### src/rtl/uart_tx_arbiter.sv
// Round-robin scheduler sharing one uart_tx serializer among N_REQ byte producers.
// Define UART_TX_ARB_LOCK_EN to let the previous owner hold the bus for multi-byte packets.
module uart_tx_arbiter #(
  parameter int unsigned N_REQ = 4
) (
  input  logic               clk_i,
  input  logic               rst_i,
  input  logic [N_REQ-1:0]   req_valid_i,
  input  logic [8*N_REQ-1:0] req_data_i,
  input  logic [N_REQ-1:0]   req_lock_i,
  output logic [N_REQ-1:0]   req_ready_o,
  output logic [N_REQ-1:0]   grant_o,
  input  logic [15:0]        gap_i,
  output logic               tx_en_o,
  output logic [7:0]         tx_byte_o,
  input  logic               tx_done_i,
  output logic               busy_o
);
  localparam int unsigned IW = $clog2(N_REQ);
  localparam logic [N_REQ-1:0] ONE = {{(N_REQ-1){1'b0}}, 1'b1};

  typedef enum logic [2:0] {IDLE, LAUNCH, WAIT_DONE, WAIT_CLR, GAP} state_e;

  state_e           state_q, state_d;
  logic [15:0]      cnt_q, cnt_d;
  logic [IW-1:0]    last_q, last_d;
  logic [N_REQ-1:0] ready_q, ready_d;
  logic [N_REQ-1:0] grant_q, grant_d;
  logic             tx_en_q, tx_en_d;
  logic [7:0]       byte_q, byte_d;
  logic             busy_q, busy_d;

  logic             rr_found;
  logic [IW-1:0]    rr_idx;
  logic             lock_c;
  logic             win_c;
  logic [IW-1:0]    win_idx;
  logic [7:0]       win_byte;
  logic             arb;

  // First valid requester after last, wrapping modulo N_REQ.
  always_comb begin
    rr_found = 1'b0;
    rr_idx   = last_q;
    for (int unsigned i = 1; i <= N_REQ; i++) begin
      if (!rr_found && req_valid_i[IW'((32'(last_q) + i) % N_REQ)]) begin
        rr_found = 1'b1;
        rr_idx   = IW'((32'(last_q) + i) % N_REQ);
      end
    end
  end

`ifdef UART_TX_ARB_LOCK_EN
  assign lock_c = req_lock_i[last_q];
`else
  logic unused_lock;
  assign unused_lock = ^req_lock_i;
  assign lock_c      = 1'b0;
`endif

  // A held lock restricts the grant to the previous owner.
  always_comb begin
    if (lock_c) begin
      win_c   = req_valid_i[last_q];
      win_idx = last_q;
    end else begin
      win_c   = rr_found;
      win_idx = rr_idx;
    end
  end

  always_comb begin
    win_byte = 8'h00;
    for (int unsigned k = 0; k < N_REQ; k++) begin
      if (win_idx == IW'(k)) win_byte = req_data_i[8*k +: 8];
    end
  end

  // Arbitration runs one cycle ahead of the registered ready so the next
  // accept lands 3+gap cycles after done rises.
  always_comb begin
    state_d = state_q;
    cnt_d   = cnt_q;
    last_d  = last_q;
    ready_d = '0;
    grant_d = grant_q;
    tx_en_d = 1'b0;
    byte_d  = byte_q;
    arb     = 1'b0;
    case (state_q)
      IDLE:      arb = 1'b1;
      LAUNCH: begin
        tx_en_d = 1'b1;
        state_d = WAIT_DONE;
      end
      WAIT_DONE: if (tx_done_i) state_d = WAIT_CLR;
      WAIT_CLR: begin
        if (!tx_done_i) begin
          cnt_d = gap_i;
          if (gap_i == 16'd0) arb = 1'b1;
          else                state_d = GAP;
        end
      end
      GAP: begin
        if (cnt_q <= 16'd1) begin
          cnt_d = 16'd0;
          arb   = 1'b1;
        end else begin
          cnt_d = cnt_q - 16'd1;
        end
      end
      default: state_d = IDLE;
    endcase
    if (arb) begin
      if (win_c) begin
        ready_d = ONE << win_idx;
        grant_d = ONE << win_idx;
        byte_d  = win_byte;
        last_d  = win_idx;
        state_d = LAUNCH;
      end else begin
        state_d = IDLE;
        grant_d = lock_c ? (ONE << last_q) : '0;
      end
    end
    busy_d = (state_d != IDLE);
  end

  always_ff @(posedge clk_i) begin
    if (rst_i) begin
      state_q <= IDLE;
      cnt_q   <= 16'd0;
      last_q  <= IW'(N_REQ - 1);
      ready_q <= '0;
      grant_q <= '0;
      tx_en_q <= 1'b0;
      byte_q  <= 8'h00;
      busy_q  <= 1'b0;
    end else begin
      state_q <= state_d;
      cnt_q   <= cnt_d;
      last_q  <= last_d;
      ready_q <= ready_d;
      grant_q <= grant_d;
      tx_en_q <= tx_en_d;
      byte_q  <= byte_d;
      busy_q  <= busy_d;
    end
  end

  assign req_ready_o = ready_q;
  assign grant_o     = grant_q;
  assign tx_en_o     = tx_en_q;
  assign tx_byte_o   = byte_q;
  assign busy_o      = busy_q;

endmodule

### config.mk
export PLATFORM = sky130hd
export DESIGN_NAME = uart_tx_arbiter
export DESIGN_NICKNAME = d
export VERILOG_FILES = /design/src/rtl/uart_tx_arbiter.sv
export SDC_FILE = /design/constraint.sdc
export NUM_CORES = 1
export LEC_CHECK = 0
export BUFFER_PORTS_ARGS = -buffer_cell sky130_fd_sc_hd__buf_4
export CAP_MARGIN = 20
export CORE_ASPECT_RATIO = 0.6
export CORE_UTILIZATION = 50
export CTS_BUF_LIST = sky130_fd_sc_hd__clkbuf_16
export CTS_CLUSTER_SIZE = 20
export DETAILED_ROUTE_END_ITERATION = 8
export PLACE_DENSITY = 0.88
export SYNTH_ARGS = -nofsm -noshare
export SYNTH_HDL_FRONTEND = slang
export SYNTH_SLANG_ARGS = --single-unit
### constraint.sdc
create_clock -name clk_i -period 6.4 [get_ports clk_i]
set_clock_uncertainty 0.1 [all_clocks]
set_input_delay 0.32 -clock clk_i [delete_from_list [all_inputs] [get_ports clk_i]]
set_output_delay 0.32 -clock clk_i [all_outputs]
set_load 0.01 [all_outputs]
**After elaboration in Yosys (flattened, before gate mapping)**

Cells that the tools add are included.
Widths: inputs -> output; s select.

- Register bits after elaboration: 39
- Output and inout bits: 18
- Word-level logic and storage cells: 78

- Add/sub/neg operators: 5
- $lt $le $gt $ge: 5
- Equality and inequality tests: 8
- Shifts and indexed selects: 1
- Mux-type cells: 35
- Bitwise gates (word level): 1
- Reductions and logical operators: 15

Operators by type and width:

| operator | number |
|---|---|
| $mux 16 | 2 |
| $mux 8 | 4 |
| $pmux 16 s2 | 1 |
| $le 16x1->1 const B | 1 |
| $logic_not 16->1 | 1 |
| $sub 16x1->16 const B | 1 |
| $mux 1 | 13 |
| $lt 2x3->1 const B | 4 |
| $mux 3 | 4 |
| $pmux 3 s4 | 1 |
| $bmux 1 s2 | 4 |
| $mux 2 | 4 |
| $eq 3x2->1 const B | 2 |
| $add 2x1->2 const B | 2 |
| $add 2x2->2 const B | 2 |
| $eq 2x2->1 const B | 2 |
| $mux 4 | 1 |
| $reduce_and 2->1 | 2 |
| $reduce_or 2->1 | 2 |
| $shl 1x2->4 const A | 1 |
| $eq 3x1->1 const B | 1 |
| $eq 3x3->1 const B | 1 |
| $logic_and 1x1->1 | 3 |
| $logic_not 1->1 | 3 |
| 8 further kinds | 8 |

**Depth between registers and ports, before layout**

Gate-level depths: netlist (run 1).

- Depth after elaboration: 18
- Gate-level depth with buffers: 8

**Least setup slack after synthesis (run 1)**

OpenSTA, ideal clock, no wires.

- Path type: register -> register
- Start point: register cnt_q[11]
- End point: register cnt_q[9]
- Data arrival time: 2185 ps
- Data required time: 6180 ps
- Slack: 3995 ps
- Stages on the path, launching flop included: 8
- Path buffers: 2
- Clock period less this slack: 2405 ps
- Path through: dfxtp_1 > buf_6 > or4_4 > or4_4 > o21a_1 > buf_6 > and3_1 > o31a_1

- Word-level cells in the longest chain between the ends: 3

RTL lines:

| item | line | RTL |
|---|---|---|
| start: declaration | 25 | `logic [15:0] cnt_q, cnt_d;` |
| start signal: assignment | 141 | `cnt_q <= cnt_d;` |
| $le 16x1->1 | 105 | `if (cnt_q <= 16'd1) begin` |
| $mux 16 | 105 |  |
| $pmux 16 s2 | 90 | `case (state_q)` |

No other way between the ends.
A chain may end at the register's enable or synchronous reset.

**Worst setup path after layout (run 1)**

- Start point: register cnt_q[11]
- End point: register byte_q[0] (netlist: tx_byte_o[0])

- Word-level cells in the longest chain between the ends: 4

RTL lines:

| item | line | RTL |
|---|---|---|
| $le 16x1->1 | 105 |  |
| $mux 1 | 105 |  |
| $pmux 1 s3 | 90 |  |
| $reduce_and 2->1 (no line) | n/a |  |
| end signal: assignment | 146 | `byte_q <= byte_d;` |
| end: declaration | 30 | `logic [7:0] byte_q, byte_d;` |

No other way between the ends.

==> results.yml, run 1 <==
status:
  status: "finished clean"
worst_setup_path:
  cp_slowest_stage_delay_ns: 0.61
  cp_max_fo: 12
  worstSetupStartpointType: "flop"
  critical_path.cell_chain: "or4_4, or4_4, o21ai_0, nand2b_1, a22o_1"
  arrival_ns: 2.73
  critPathSlowestCell: "or4_4"
  path_common_cell: "or4_4"
  required_ns: 6.47
  critPathKind: "reg -> reg"
  startpoint: "cnt_q[11]$_SDFFE_PP0P_"
  end_kind: "flop"
  r2r_start: "cnt_q[11]$_SDFFE_PP0P_"
drt:
  drt_first_pass_iters: 5
  post_drt_wl_per_cell_um: 16.1
  vias: 2291
  wl_um: 6170
  route.detailed.drc: 0
  via_per_inst: 5.98
  postRouteAntennaNets: 0
  initialDrtViolationCount: 230
yosys:
  synth_top_family_by_area: "simple AND/OR/NAND/NOR gates"
  ys_seq_elements: 39
  postSynthNetCount: 315
  synth_compound_area_share_pct: 25.1
  synthCells: 254
  synth_top_area_share_pct: 34.8
  synthAdderAreaFrac_pct: 1.11
  syn_area_per_cell_um2: 8.84
  async_reset_ff_share_pct: 0
  ys_seq_area_share_pct: 34.8
  synthDistinctLibCells: 54
  synth_area_mm2: 0.00224
  yosysWarnings: 0
  synth_edf_count: 0
  synth_flop_cell: "dfxtp_1"
  synth_top_area_cell: "dfxtp_1"
  netlist_top_cells_area: "dfxtp_1 35%, mux4_2 8.0%, a21oi_1 4.2%"
  synthMuxAreaShare_pct: 8.47
  synth-simple-area-share_pct: 25.1
  synthXorXnorAreaFrac_pct: 0.780
clock_network:
  clk_latency_ns: 0.28
  cts_tree: "done"
  cts-resized-gates: 0
  root_buffer: "clkbuf_16"
  cts.sinks: 39
  cts_setup_buffers: 0
  cts_buffers: 5
  clockBufferDepth: 2
  h-tree-depth: 2
  postCtsHoldBufs: 0
  clk_pin_slew_ns: 0.06
placed_design:
  gp_congestion: 0.906
  place_hpwl_um: 4630
  io_buffers: 72
final_layout:
  antenna_cells: 0
  layout_common_cells: "75 x buf_4, 39 x dfxtp_1, 22 x nand2_1"
  synthToLayoutAreaGrowth_pct: 31.3
  fin_nets: 383
  drive_above_1_share_pct: 32.8
  final_common_cell: "buf_4"
  final_util_pct: 70.0
run:
  maxCapViolCount: 0
global_routing:
  grt_start_max_net_pins: 31
  grt_pass1_vias: 1986
  track_usage_pct: 27.8
  grt.overflow.total: 0
  antenna_found_initial: 0
  grt_first_pass_wirelength_um: 9820
hold_path:
  hold_path.class: "in -> reg"
  min_from: "gap_i[10]"
die:
  die_w_um: 88.5
  core_area_mm2: 0.00421
  die-area_mm2: 0.00477
  io-pin-count: 77
  die_y_um: 53.9
  core.rowCount: 18
  initial_core_util_pct: 53.3
timing:
  setup_tns_ns: 0
  final.period_utilization_pct: 41.6
  relSlewSlack_pct: 47.3
  rsz0062_at_grt: "no"
  min_period_ns: 2.66
  hold_violations: 0
  setup_violations: 0
  slew_viol_final: 0
  max_freq_mhz: 376
  tightest_slew_ns: 0.783
pwr:
  peakVddDrop_uv: 204
  p_per_area_mw_per_mm2: 362
  p_leak_uw: 0.00124
## routing by layer
| layer | vias to the layer above | GRT usage, % | share of wire [%] |
|---|---|---|---|
| met4 | 0 | 6.72 | 1.0 |
| met1 | 1072 | 41.4 | 47 |
| met3 | 14 | 8.13 | 7.7 |
| met5 | - | 0 | 0 |
| met2 | 99 | 39.0 | 44 |
| li1 | 1106 | - | - |
## sequential cells by signal, indices dropped and copies added (netlist names)
signal       cells
cnt_q           16
tx_byte_o        8
grant_o          4
req_ready_o      4
state_q          3
last_q           2
busy_o           1
tx_en_o          1
## cells in the mapped netlist, types with 2 or more instances
master    number
dfxtp_1       39
nand2_1       22
a21oi_1       19
o21ai_0       19
nor2_1        18
nor2b_1       12
clkbuf_1       9
a22o_1         8
mux4_2         8
inv_1          7
nor3_1         7
a211oi_1       6
nor4_1         6
nand3_1        5
a32o_1         4
nor3_2         4
o211ai_1       4
a21o_1         3
buf_6          3
nand4_1        3
o21a_1         3
or2_2          3
a31oi_1        2
and3_1         2
buf_2          2
ha_1           2
nand2b_1       2
o211a_1        2
or3_1          2
or4_1          2
or4_4          2
xnor2_1        2
## power breakdown
group          total [uW]  switching [uW]  internal, uW
Combinational         484             250           234
Sequential            345            43.4           301
Clock                 237            95.4           142
## path summary, 6_finish.rpt
check | slack [ns] | endpoint | depth (start not counted)
worst max-delay path | 3.74 | tx_byte_o[0]$_SDFFE_PP0P_ | 5
worst max register to register | 3.74 | tx_byte_o[0]$_SDFFE_PP0P_ | 5
worst min-delay path | 0.26 | cnt_q[10]$_SDFFE_PP0P_ | 3
worst min register to register | 0.37 | grant_o[1]$_SDFFE_PP0N_ | 1
## critical path: cells and delay by family (launching register included)
family	cells	cell delay, ns
AOI/OAI and AO/OA	2	0.55
DFF	1	0.40
and+or+nand+nor	3	1.51
## logic make-up (layout without fill, tap and decap cells)
family,Yosys count,after routing
AOI/OAI and AO/OA,82,82
xor gates and xnor gates,2,2
adders and majority gates,2,2
buffers and inverters,21,90
DFF,39,39
muxes,9,9
and+or+nand+nor,99,99
## layout make-up
type	instances	area, um^2
fillers	328	1260
clock buffers	5	125
inverters	7	26.3
multi-input cells	194	1360
well taps	60	75.1
flip-flops and latches	39	781
clock inverters	3	16.3
repair buffers	75	563
## per-stage QoR
| step | setup WS, ns | hold WS (ns) | total power, uW | area, um^2 | instances |
|---|---|---|---|---|---|
| 5_1_grt | 3.63 | 0.276 | 1140 | 2950 | 383 |
| 6_report | 3.74 | 0.259 | 1070 | 2950 | 383 |
| 4_1_cts | 3.76 | 0.259 | 1060 | 2940 | 382 |
| 3_3_place_gp | 3.78 | 0.352 | 811 | 2800 | 374 |
| 2_1_floorplan | 4.00 | 0.351 | 669 | 2240 | 254 |
| 3_5_place_dp | 3.74 | 0.360 | 826 | 2800 | 374 |
No activity file was read; power rests on OpenSTA's default activity.
==> run 2, diff against run 1 <==
CORE_UTILIZATION = 45   (was 50)
PLACE_DENSITY = 0.84   (was 0.88)
clock period = 2.2 ns   (was 6.4 ns; I/O delays follow)
==> results.yml, run 2 (synthesis gave the netlist of run 1 again) <==
status:
  status: "finished, violations left"
  violations: "setup timing"
drt:
  via_per_inst: 5.93
  initialDrtViolationCount: 219
  route.detailed.drc: 0
  wl_um: 7230
  vias: 2443
  postRouteAntennaNets: 0
  post_drt_wl_per_cell_um: 17.5
  drt_first_pass_iters: 5
clock_network:
  cts_tree: "done"
  cts_buffers: 5
  h-tree-depth: 2
  clk_latency_ns: 0.28
  root_buffer: "clkbuf_16"
  clockBufferDepth: 2
  postCtsHoldBufs: 0
  cts.sinks: 39
  clk_pin_slew_ns: 0.06
final_layout:
  drive_above_1_share_pct: 40.1
  final_cells: 412
  final_cell_area_mm2: 0.00322
  regMostFlops: "cnt_q"
  largest_reg_flops: 16
  antenna_cells: 0
  final_common_cell: "buf_4"
  n_fill_cell: 355
  synthToLayoutAreaGrowth_pct: 43.5
  final_util_pct: 68.8
  fin_nets: 409
  layout_common_cells: "98 x buf_4, 38 x dfxtp_1, 22 x nand2_1"
die:
  core.rowCount: 19
  die_y_um: 56.7
  initial_core_util_pct: 47.9
  die-area_mm2: 0.00528
  io-pin-count: 77
  die_w_um: 93.2
  core_area_mm2: 0.00468
worst_setup_path:
  required_ns: 2.27
  worstSetupStartpointType: "flop"
  critPathKind: "reg -> reg"
  end_kind: "flop"
  r2r_cells: 6
  arrival_ns: 2.44
  r2r_end: "tx_byte_o[5]$_SDFFE_PP0P_"
  rrSetupSlack_ns: -0.17
  cp_max_fo: 12
  r2r_start: "cnt_q[14]$_SDFFE_PP0P_"
global_routing:
  antenna_found_initial: 0
  grt_pass1_vias: 2336
  grt_first_pass_wirelength_um: 11500
  grt_start_max_net_pins: 31
  grt.overflow.total: 0
  track_usage_pct: 28.6
timing:
  slew_viol_final: 0
  finalWorstSetupSlack_ns: -0.167
  max_freq_mhz: 422
  tightest_slew_ns: 0.464
  rsz0062_at_grt: "yes"
  hold_violations: 0
  final.period_utilization_pct: 108
  setup_violations: 31
  min_period_ns: 2.37
  relSlewSlack_pct: 69.1
pwr:
  p_per_area_mw_per_mm2: 1050
  p_leak_uw: 0.00140
  peakVddDrop_uv: 703
  total_power_uw: 3400
placed_design:
  dp_cells: 403
  place_hpwl_um: 5230
  io_buffers: 72
  placed_area_mm2: 0.00301
  gp_congestion: 0.930
hold_path:
  min_from: "tx_done_i"
  hold_path.class: "in -> reg"
  min_to: "state_q[0]$_SDFF_PP0_"
  min_path_cells: 3
run:
  maxCapViolCount: 0
## run 2: cell count changes in the layout (fill, tap and decap cells not counted), sizes merged
cell and delta:
clkinvlp -1, buf +26, bufinv +1, inv -1
clkinv +1
## run 2: per-stage QoR
step / hold WS, ns / setup WS [ns] / setup TNS (ns)
after CTS: 0.0671 / -0.141 / -2.22
final: 0.0714 / -0.167 / -3.01
after global placement: 0.344 / -0.111 / -2.06
after floorplan: 0.201 / -0.194 / -2.74
after detailed placement: 0.353 / -0.155 / -3.16
after global routing: 0.115 / -0.207 / -4.44
## run 2: worst max path at each step
stage,startpoint,to,slack (ns),depth (start not counted)
floorplan,cnt_q[12]$_SDFFE_PP0P_,cnt_q[9]$_SDFFE_PP0P_,-0.19,7
global placement,cnt_q[14]$_SDFFE_PP0P_,cnt_q[11]$_SDFFE_PP0P_,-0.11,6
detailed placement,cnt_q[14]$_SDFFE_PP0P_,cnt_q[1]$_SDFFE_PP0P_,-0.16,6
CTS,cnt_q[14]$_SDFFE_PP0P_,grant_o[0]$_SDFFE_PP0N_,-0.14,6
global route,cnt_q[14]$_SDFFE_PP0P_,tx_byte_o[3]$_SDFFE_PP0P_,-0.21,6
finish,cnt_q[14]$_SDFFE_PP0P_,tx_byte_o[5]$_SDFFE_PP0P_,-0.17,6
## run 2: per-layer routing
metal | wire length, um | global-route usage (%) | share of wire, %
met5 | 0 | 0 | 0
met3 | 560 | 6.50 | 7.8
met1 | 3120 | 38.7 | 43
met4 | 166 | 9.89 | 2.3
met2 | 3380 | 45.0 | 47
## run 2: repair_timing
item | in CTS | in global routing
setup endpoints to repair | 32 | 36
setup buffers | 0 | 2
resized for setup | 3 | 10
pin swaps | 2 | 5
## run 2: critical path, stage by stage, from the launching register on
cell and delay [ns]:
dfxtp_2 0.31, or4_4 0.56, or4_4 0.55, o21ai_1 0.24, nand2b_1 0.09, buf_4 0.19
a22o_1 0.21
## run 2: report_power, final
group	switching, uW	internal, uW	total [uW]
sequential	111	877	989
combinational	819	789	1610
clock	272	528	800
total	1200	2190	3400
## run 2: cell type report
cell class | count | area (um^2) | share of cell area (%)
tap | 63 | 78.8 | 2.45
timing repair buffer | 101 | 778 | 24.2
clock buffer | 5 | 125 | 3.89
sequential | 39 | 782 | 24.3
multi-input combinational | 194 | 1390 | 43.2
clock inverter | 3 | 38.8 | 1.20
inverter | 7 | 26.3 | 0.816
==> run 3, diff against run 2 <==
RECOVER_POWER = 25   (was unset)
==> results.yml, run 3 (synthesis gave the netlist of run 1 again) <==
die:
  io-pin-count: 77
  core.rowCount: 19
  die-area_mm2: 0.00528
  initial_core_util_pct: 47.9
  core_area_mm2: 0.00468
  die_w_um: 93.2
  die_y_um: 56.7
drt:
  via_per_inst: 5.90
  vias: 2431
  post_drt_wl_per_cell_um: 17.5
  initialDrtViolationCount: 218
  route.detailed.drc: 0
  postRouteAntennaNets: 0
  drt_first_pass_iters: 5
  wl_um: 7230
global_routing:
  grt.overflow.total: 0
  track_usage_pct: 28.6
  antenna_found_initial: 0
  grt_pass1_vias: 2336
  grt_start_max_net_pins: 31
  grt_first_pass_wirelength_um: 11500
final_layout:
  regArea_um2: 782
  regMostFlops: "cnt_q"
  n_fill_cell: 359
  synthToLayoutAreaGrowth_pct: 42.5
  fin_nets: 409
  largest_reg_flops: 16
  final_common_cell: "buf_4"
  final_cell_area_mm2: 0.00320
  multi_input_area_mm2: 0.00139
  layout_common_cells: "92 x buf_4, 38 x dfxtp_1, 22 x nand2_1"
  drive_above_1_share_pct: 38.4
  final_util_pct: 68.3
  antenna_cells: 0
placed_design:
  io_buffers: 72
  place_hpwl_um: 5230
  gp_congestion: 0.930
  placed_area_mm2: 0.00301
  dp_slack_ns: -0.155
pwr:
  peakVddDrop_uv: 691
  p_leak_uw: 0.00137
  p_per_area_mw_per_mm2: 1050
  total_power_uw: 3370
timing:
  relSlewSlack_pct: 68.4
  setup_tns_ns: -2.96
  min_period_ns: 2.37
  setup_violations: 31
  max_freq_mhz: 423
  finalWorstSetupSlack_ns: -0.165
  rsz0062_at_grt: "yes"
  hold_violations: 0
  final.period_utilization_pct: 108
  tightest_slew_ns: 0.475
  slew_viol_final: 0
clock_network:
  h-tree-depth: 2
  cts_buffers: 5
  root_buffer: "clkbuf_16"
  clockBufferDepth: 2
  cts_tree: "done"
  clk_pin_slew_ns: 0.05
  postCtsHoldBufs: 0
  cts.sinks: 39
  clk_latency_ns: 0.28
hold_path:
  hold_path.class: "in -> reg"
worst_setup_path:
  cp_max_fo: 5
  end_kind: "flop"
  rrSetupSlack_ns: -0.17
  required_ns: 2.26
  worstSetupStartpointType: "flop"
  critPathKind: "reg -> reg"
  arrival_ns: 2.42
status:
  violations: "setup timing"
  status: "finished, violations left"
run:
  maxCapViolCount: 0
==> run 3: changes by cell type in the layout (fill, tap and decap cells not counted), sizes merged <==
cell,delta
buf,-6
clkbuf,+6
==> run 3: path summary, 6_finish.rpt <==
| kind | cells past startpoint | to | start |
|---|---|---|---|
| worst max-delay path | 5 | cnt_q[9]$_SDFFE_PP0P_ | cnt_q[14]$_SDFFE_PP0P_ |
| worst min-delay path | 3 | state_q[0]$_SDFF_PP0_ | tx_done_i |
| worst max register to register | 5 | cnt_q[9]$_SDFFE_PP0P_ | cnt_q[14]$_SDFFE_PP0P_ |
| worst min register to register | 1 | grant_o[1]$_SDFFE_PP0N_ | grant_o[1]$_SDFFE_PP0N_ |
==> run 3: power breakdown <==
part           internal, uW  switching, uW
logic                   765            820
registers               877            112
clock network           528            272
total                  2170           1200
==> run 3: worst max-delay path, stage by stage (launching register included) <==
cell and delay (ns):
dfxtp_2 0.31, or4_4 0.56, or4_4 0.55, o21a_4 0.26, and3_4 0.15, o31a_1 0.31
==> run 3: per-stage QoR <==
stage | hold slack [ns] | cells
2_1_floorplan | 0.201 | 254
3_3_place_gp | 0.344 | 403
3_5_place_dp | 0.353 | 403
4_1_cts | 0.0671 | 411
5_1_grt | 0.115 | 412
6_report | 0.0715 | 412
==> run 3: cell type report <==
type,count,area share [%]
inverter,7,0.822
multi-input combinational,194,43.5
clock buffer,5,3.91
sequential,39,24.5
tap,63,2.46
clock inverter,3,1.21
timing repair buffer,101,23.6
==> run 3: per-layer routing <==
| metal | track usage (%) | up-vias | wire length (um) |
|---|---|---|---|
| met2 | 45.0 | 123 | 3400 |
| met1 | 38.7 | 1130 | 3180 |
| met5 | 0 | - | 0 |
| met3 | 6.50 | 26 | 496 |
| met4 | 9.89 | 0 | 159 |
| li1 | - | 1152 | - |
==> run 3: repair_timing <==
item | in CTS | in global routing
buffers inserted | 0 | 2
setup endpoints to repair | 32 | 36
pin swaps | 2 | 5
gates resized for setup | 3 | 10
